==> config.mk <==
export PLATFORM = sky130hd
export DESIGN_NAME = retire_controller
export DESIGN_NICKNAME = d
export VERILOG_FILES = /design/src/rtl/retire_controller_pkg.sv /design/src/rtl/retire_controller_al_range_mask.sv /design/src/rtl/retire_controller.sv
export SDC_FILE = /design/constraint.sdc
export NUM_CORES = 1
export LEC_CHECK = 0
export ABC_AREA = 1
export CAP_MARGIN = 20
export CORE_MARGIN = 2
export CORE_UTILIZATION = 55
export DETAILED_ROUTE_END_ITERATION = 16
export DONT_BUFFER_PORTS = 1
export PLACE_DENSITY = 0.7
export SLEW_MARGIN = 5
export SYNTH_ARGS = -nofsm -noshare
export SYNTH_HDL_FRONTEND = slang
export SYNTH_HIERARCHICAL = 1
export SYNTH_SLANG_ARGS = --single-unit
==> constraint.sdc <==
create_clock -name clk -period 6.9 [get_ports clk]
set_input_delay 1.725 -clock clk [delete_from_list [all_inputs] [get_ports clk]]
set_output_delay 1.725 -clock clk [all_outputs]
set_load 0.1 [all_outputs]
==> src/rtl/retire_controller_pkg.sv <==
// retire_controller_pkg
//   Shared core constants for the active-list (AL) retire logic.
//   AL_SIZE comes from the `AL_SIZE define, which is the only place the value
//   is set. AL_IDX_W is the AL index width. RETIRE_WIDTH and WB_PORTS are the
//   retire and writeback widths of the core.
`ifndef AL_SIZE
`define AL_SIZE 32
`endif

package retire_controller_pkg;
  localparam int AL_SIZE      = `AL_SIZE;
  localparam int AL_IDX_W     = $clog2(AL_SIZE);
  localparam int RETIRE_WIDTH = 2;
  localparam int WB_PORTS     = 4;
endpackage

==> src/rtl/retire_controller_al_range_mask.sv <==
// al_range_mask
//   Combinational wrapped range mask over the active list.
//   o_mask[i] = 1 when index i lies in [i_start, i_end) modulo N.
//   i_start == i_end gives an empty mask.
// Ports:
//   i_start  first index of the range
//   i_end    one past the last index of the range
//   o_mask   N-bit membership mask
module al_range_mask
  import retire_controller_pkg::*;
#(
  parameter int N = AL_SIZE
) (
  input  logic [$clog2(N)-1:0] i_start,
  input  logic [$clog2(N)-1:0] i_end,
  output logic [N-1:0]         o_mask
);
  localparam int W = $clog2(N);

  // Range length and per-index offset from start, both modulo N; an index is
  // inside when its offset is below the length. No explicit wrap case needed.
  logic [W-1:0] w_len;
  assign w_len = i_end - i_start;

  for (genvar i = 0; i < N; i++) begin : g_bit
    logic [W-1:0] w_off;
    assign w_off     = W'(i) - i_start;
    assign o_mask[i] = (w_off < w_len);
  end
endmodule

==> src/rtl/retire_controller.sv <==
// retire_controller
//   In-order retirement from the active list. Records writeback completion in a
//   done bit vector, retires up to two oldest completed entries per cycle, owns
//   the AL back pointer and a retirement counter, and squashes completion state
//   on a branch recall.
// Ports:
//   clk, reset      clock; synchronous active-high reset
//   al_front_ptr    next free AL slot (from rename)
//   wb_valid        per-port writeback valid
//   wb_al_idx       per-port completing AL index, port p at [p*W +: W]
//   if_recall       branch mispredict recall
//   new_front       first squashed AL index on recall
//   al_back_ptr     oldest unretired entry (registered)
//   retire_valid    per-slot retire strobe, [1] implies [0] (combinational)
//   retire_al_idx   per-slot retiring index, slot s at [s*W +: W]
//   retired_count   total retirements since reset (registered, wraps)
module retire_controller #(
  parameter int AL_SIZE      = retire_controller_pkg::AL_SIZE,
  parameter int WB_PORTS     = retire_controller_pkg::WB_PORTS,
  parameter int RETIRE_WIDTH = retire_controller_pkg::RETIRE_WIDTH
) (
  input  logic                                  clk,
  input  logic                                  reset,
  input  logic [$clog2(AL_SIZE)-1:0]            al_front_ptr,
  input  logic [WB_PORTS-1:0]                   wb_valid,
  input  logic [WB_PORTS*$clog2(AL_SIZE)-1:0]   wb_al_idx,
  input  logic                                  if_recall,
  input  logic [$clog2(AL_SIZE)-1:0]            new_front,
  output logic [$clog2(AL_SIZE)-1:0]            al_back_ptr,
  output logic [RETIRE_WIDTH-1:0]               retire_valid,
  output logic [RETIRE_WIDTH*$clog2(AL_SIZE)-1:0] retire_al_idx,
  output logic [31:0]                           retired_count
);
  localparam int W = $clog2(AL_SIZE);

  logic [AL_SIZE-1:0] r_done;
  logic [W-1:0]       r_back;
  logic [31:0]        r_count;

  logic [AL_SIZE-1:0] w_occ_mask;
  logic [AL_SIZE-1:0] w_squash_mask;
  logic [AL_SIZE-1:0] w_wb_set;
  logic [AL_SIZE-1:0] w_retire_clr;
  logic [AL_SIZE-1:0] w_done_next;
  logic [W-1:0]       w_back1;
  logic               w_fire0;
  logic               w_fire1;
  logic [1:0]         w_retire_n;

  // Occupied window [back, front): writebacks outside it are dropped.
  al_range_mask #(.N(AL_SIZE)) u_occ_mask (
    .i_start (r_back),
    .i_end   (al_front_ptr),
    .o_mask  (w_occ_mask)
  );

  // Squashed window [new_front, front) cleared on recall.
  al_range_mask #(.N(AL_SIZE)) u_squash_mask (
    .i_start (new_front),
    .i_end   (al_front_ptr),
    .o_mask  (w_squash_mask)
  );

  assign w_back1 = r_back + W'(1);

  // Retire is suppressed during reset and recall so nothing downstream acts on
  // an entry whose state is about to be discarded.
  assign w_fire0 = !reset && !if_recall && (r_back != al_front_ptr) && r_done[r_back];
  assign w_fire1 = w_fire0 && (w_back1 != al_front_ptr) && r_done[w_back1];

  assign w_retire_n = {1'b0, w_fire0} + {1'b0, w_fire1};

  always_comb begin
    w_wb_set = '0;
    for (int p = 0; p < WB_PORTS; p++) begin
      if (wb_valid[p]) w_wb_set[wb_al_idx[p*W +: W]] = 1'b1;
    end
  end

  always_comb begin
    w_retire_clr = '0;
    if (w_fire0) w_retire_clr[r_back]  = 1'b1;
    if (w_fire1) w_retire_clr[w_back1] = 1'b1;
  end

  // Clears are applied after sets so recall squash wins over a same-cycle
  // writeback to a squashed index.
  always_comb begin
    w_done_next = (r_done | (w_wb_set & w_occ_mask)) & ~w_retire_clr;
    if (if_recall) w_done_next = w_done_next & ~w_squash_mask;
  end

  always_ff @(posedge clk) begin
    if (reset) begin
      r_done  <= '0;
      r_back  <= '0;
      r_count <= '0;
    end else begin
      r_done  <= w_done_next;
      r_back  <= r_back + W'(w_retire_n);
      r_count <= r_count + 32'(w_retire_n);
    end
  end

  assign al_back_ptr   = r_back;
  assign retired_count = r_count;
  assign retire_valid  = {w_fire1, w_fire0};
  assign retire_al_idx = {w_back1, r_back};
endmodule

# [After elaboration in Yosys (flattened, before gate mapping)]
# Index checks and enable logic that the tools add are counted.
[word_totals] output_inout_bits=49 ff_bits=69 word_cells=197 inputBits=37
[classes] reduce_logical=13 n_mux=23 magnitude_cmp=76 bitwise_logic=10 eq_ne=2 add_sub_neg=70
[op_table] cell="less-than comparator 5 bit" count=64
[op_table] cell="two-way mux 32 bit" count=7
[op_table] cell="OR 32 bit" count=5
[op_table] cell="subtractor 5 bit, first input constant" count=32
[op_table] cell="AND 32 bit" count=3
[op_table] cell="subtractor 4 x 5 -> 5 bit, first input constant" count=16
[op_table] cell="NOT 32 bit" count=2
[op_table] cell="subtractor 3 x 5 -> 5 bit, first input constant" count=8
[op_table] cell="less-than comparator 5 x 6 -> 1 bit, second input constant" count=6
[op_table] cell="adder 32 x 2 -> 32 bit" count=1
[op_table] cell="demux 1 bit (select 5 bit)" count=6
[op_table] cell="greater-or-equal comparator 5 x 1 -> 1 bit, second input constant" count=6
[op_table] cell="subtractor 1 x 5 -> 5 bit, first input constant" count=4
[op_table] cell="subtractor 2 x 5 -> 5 bit, first input constant" count=4
[op_table] cell="logical AND 1 bit" count=11
[op_table] cell="binary-select mux 1 bit (select 5 bit)" count=2
[op_table] cell="!= test 5 bit" count=2
[op_table] cell="subtractor 5 bit" count=2
[op_table] cell="two-way mux 1 bit" count=8
[op_table] cell="adder 5 x 1 -> 5 bit, second input constant" count=1
[op_table] cell="adder 5 x 2 -> 5 bit" count=1
[op_table] cell="adder 1 x 1 -> 2 bit" count=1
[op_table] cell="logical NOT 1 bit" count=2

# [Depth between registers and ports, before layout]
[logic_depth] word_depth=16 mapped_depth=27 ltp_nobuf=25

# [Cells and area by module]
# Netlist, hierarchy kept.
[modules_own_cells] module="retire_controller" area_each_um2=6135.9 seq_area_each_um2=1381.3 cells_each=1105 instances=1
[modules_own_cells] module="al_range_mask" area_each_um2=1973.1 seq_area_each_um2=0.0 cells_each=339 instances=2

# [Worst setup path after synthesis]
# OpenSTA, ideal clock, no wires.
[synth_path] path_kind="reg-to-output" from="reg r_back[0], in the netlist al_back_ptr[0]" to="out retire_valid[1]" stages_incl_launch_ff=15 slack_ns=1.157 t_arrival_ns=4.018 n_path_buf=4 required_ns=5.175 path_cell_list="dfxtp_1 > inv_2 > buf_2 > ha_1 > buf_2 > a21oi_1 > o21ai_0 > nand3_1 > nand3_1 > nand2_1 > nand2_1 > nand2_1 > nor2_4 > buf_6 > buf_4"
[synth_between] elab_cells_between_ends=11 classes_between="add/sub: 1; eq/ne: 2; mux: 4; reduce/logical: 4"
[synth_lines] item="start: declaration" line="retire_controller.sv:37" rtl="logic [W-1:0] r_back;"
[synth_lines] item="start signal: assignment" line="retire_controller.sv:100" rtl="r_back <= r_back + W'(w_retire_n);"
[synth_lines] item="adder 5 x 1 -> 5 bit (*)" line="retire_controller.sv:64" rtl="assign w_back1 = r_back + W'(1);"
[synth_lines] item="net retire_al_idx[5]" line="retire_controller.sv:31" rtl="output logic [RETIRE_WIDTH*$clog2(AL_SIZE)-1:0] retire_al_idx,"
[synth_lines] item="binary-select mux 1 bit (select 5 bit) / != test 5 bit (equally long branches)" line="retire_controller.sv:69" rtl="assign w_fire1 = w_fire0 && (w_back1 != al_front_ptr) && r_done[w_back1];"
[synth_lines] item="two-way mux 1 bit (not written as such) / logical AND 1 bit (equally long branches)" line="retire_controller.sv:69"
[synth_lines] item="logical AND 1 bit (*)" line="retire_controller.sv:69"
[synth_lines] item="end: declaration" line="retire_controller.sv:30" rtl="output logic [RETIRE_WIDTH-1:0] retire_valid,"
# Mark *: on every way through the listed nets, which the timed path passes. The rest lies on a longest branch. The select of a mux whose other input is x is not followed.

# [Worst setup path after layout]
[layout_path] from="reg r_back[0], in the netlist al_back_ptr[0]" to="out retire_valid[1]"
[layout_between] elab_chain_len=5 elab_cells_between_ends=11 classes_between="add/sub: 1; eq/ne: 2; mux: 4; reduce/logical: 4"
[layout_lines] item="parallel branches: the longest is 4 deep, another holds adder 5 x 1 -> 5 bit"
[layout_lines] item="logical AND 1 bit (*)" line="retire_controller.sv:69"
# Mark *: on every way between the ends. The select of a mux whose other input is x is not followed.

==> impl_results.md <==
* Top-count cell post-synth: nand2_1
* Area contributors post-synth: nand2_1 (20%), dfxtp_1 (14%), ha_1 (13%), inv_1 (9.2%), nor2_1 (8.2%)
* Cell Int Power at 0.000831 W
* Setup Buffers After CTS at 0
* DR pass1 iterations at 6
* Post-Synthesis Cells at 1,783
* Initial antenna violation count at 0
* Fill count at 1,857
* Setup WS pre-CTS at 1.73 ns
* Vias per cell at 5.63
* Reg power frac at 29.9%
* Synth warnings at 6
* Ys flop type: dfxtp_1
* Clock buffer depth at 2
* CP cell instances: inv_2 -> ha_1 -> buf_4 -> a21oi_1 -> o21ai_0 -> nand3_1 -> nand3_1 -> nand2_1 -> nand2_1 -> nand2_1 -> nor2_4 -> buf_4
* Final nets at 1,897
* Crit Path Category: reg -> out
* Slew Limit Headroom at 25.4%
* Routability cong. at 0.999
* Hold WS at 0.557 ns
* Area of the core at 0.0180 sq mm
* Net Switching at 0.000527 W
* CTS clk-pin slew, worst paths at 0.06 ns
* 1st-iter DRT viols at 1,011
* Max Cap Violations at 0
* Post_cts resized at 0
* Routed Antenna Nets at 0
* Post-DP HPWL at 26,200 um
* # rows at 49
* Setup TNS Final at 0 ns
* Crit path DAT at 3.32 ns
* Post-synth top area cell: nand2_1
* Layout area overhead at 3.47%
* Sw Share at 38.8%
* Synthesized cell area at 0.0101 sq mm
* Combinational share of power at 36.2%
* Placed Instances at 1,972
* FF+latch area at 0.00140 sq mm
* DRC Markers at 0
* Layout cells sized above 1 at 4.95%
* # port buffers at 0
* Worst Skew at 0.00888 ns
* CTS tree: done
* CP max FO at 26
* PnR worst setup slack at 1.86 ns
* Synth unique cells at 41
* Vias after detailed routing at 11,200
* WP data required at 5.18 ns
* Unrepaired setup endpoints after global routing: no
* Max frequency at 0.198 GHz
* Multi-input gate area at 0.00736 sq mm
* Outcome: complete, no violations
* Final wirelength at 33,400 um
* Post-layout minimum cycle time at 5.04 ns
* Root buf cell: clkbuf_16
* Hold Crit Class: reg -> reg
* R2R cell count at 23
* Htree depth at 3
* Starting Density at 56.1%
* Largest net degree at the start of global routing at 47
* Final period utilization at 73.1%
* Cell Pwr Density at 130 mW/mm^2
* Ant. Diodes at 0
* Sink Count at 69
* Die Ht at 139 um
* Worst VDD drop at 0.000169 V
* Die area at 0.0194 sq mm
* Total GRT Usage at 33.9%
* Syn avg cell area at 5.65 sq um
* First-pass GRT wire length at 53,500 um
* Most frequent cells after synthesis: nand2_1 (524), inv_1 (248), nor2_1 (221)
* Yosys reg bits at 69
* Die X at 139 um
* Crit path max-delay cell type: ha_1
* Final setup violation count at 0
* Pleak at 5.02 nW
* Final hold vios at 0
* Post-synthesis sequential area ratio at 13.7%
* Startpoint types: flop
* Worst path most repeated cell: nand2_1
* Max-slew violation count at 0
* Largest stage delay, worst path at 0.66 ns
* Worst setup EP type: output port
* Worst skew pair latency at 0.34 ns
* Fin cells at 1,988
* Asr flop ratio synth at 0%
* Clock Power Share at 33.8%
* Post-CTS Hold Fix Bufs at 0
* I/O pin cnt at 86
* Mapped Nets at 1,926
* WL/cell at 16.8 um
* Inserted Clock Buffers at 9
* Least-Margin Pin Slew at 1.12 ns
* Vias in the first global route at 10,200
* Post-synth EDFFs at 0
* Hold Path Depth at 4
* Grt ovf at 0
* Synth top area share at 19.5%
* Core Util, Final at 58.1%
## critical path: cells and delay by family, from the launching register on
kind | cells | cell delay, ns
buffers and inverters | 3 | 1.03
AO/OA/AOI/OAI | 2 | 0.15
AND/OR/NAND/NOR | 6 | 0.60
adder cells (fa/ha/maj) | 1 | 0.66
flip-flops | 1 | 0.52
## per-layer routing
metal	vias to the layer above	GRT usage, %	wire, um
met5	-	0	0
met4	0	14.1	1390
met3	80	5.68	2860
met2	507	53.4	14600
met1	4998	45.9	14500
li1	5615	-	-
## power groups by stage
stage          Sequential, W  Clock, W  Combinational, W
3_3_place_gp        0.000415         0          0.000467
3_5_place_dp        0.000415         0          0.000476
4_1_cts             0.000407  0.000461          0.000479
5_1_grt             0.000407  0.000482          0.000557
2_1_floorplan       0.000416         0          0.000372
6_report            0.000407  0.000460          0.000492
## cells by family after synthesis
kind of cell | after synthesis | share of synthesized area [%]
simple gates | 957 | 39.3
buf+inv | 312 | 13.3
compound gates | 295 | 16.1
fa+ha+maj | 106 | 13.5
flops | 69 | 13.7
xor+xnor | 42 | 4.02
mux | 2 | 0.199
## state kept, by name, indices dropped and copies added, names as in the netlist
| signal | cells |
|---|---|
| r_done | 32 |
| retired_count | 32 |
| al_back_ptr | 5 |
## path summary, 6_finish.rpt
| kind | slack, ns | from | end |
|---|---|---|---|
| worst min-delay path | 0.56 | r_done[17]$_SDFF_PP0_ | r_done[17]$_SDFF_PP0_ |
| worst max register to register | 1.87 | al_back_ptr[0]$_SDFF_PP0_ | retired_count[24]$_SDFF_PP0_ |
| worst max-delay path | 1.86 | al_back_ptr[0]$_SDFF_PP0_ | retire_valid[1] |
| worst min register to register | 0.56 | r_done[17]$_SDFF_PP0_ | r_done[17]$_SDFF_PP0_ |
## final cells by class
class | count | area share, %
Multi-Input combinational cell | 1402 | 70.6
Sequential cell | 69 | 13.4
Inverter | 257 | 9.39
Tap cell | 229 | 2.75
Clock buffer | 12 | 2.57
Timing Repair Buffer | 15 | 1.06
Clock inverter | 4 | 0.288
## cell usage in the layout (no fill, tap or decap), drive strengths merged, types with 2 or more instances in the layout
cell    Yosys  final
nand2     533    533
inv       257    257
nor2      224    224
a21oi     185    185
nand3     133    133
ha        102    102
o21ai      80     80
dfxtp      69     69
nor3       42     42
xor2       34     34
buf        42     15
clkbuf     13     12
nand4       9      9
o21a        8      8
o21bai      8      8
xnor2       8      8
or2         5      5
o22ai       5      5
a22oi       4      4
nor3b       4      4
fa          4      4
nand3b      3      3
clkinv      0      3
nor4        2      2
a21o        2      2
a21boi      2      2
mux2i       2      2
## through the flow
step	power, W	area [sq um]
global placement	0.000882	10100
global route	0.00145	10400
finish	0.00136	10400
CTS	0.00135	10400
detailed placement	0.000892	10100
floorplan	0.000788	10100
Power figures use the tool's default switching activity.
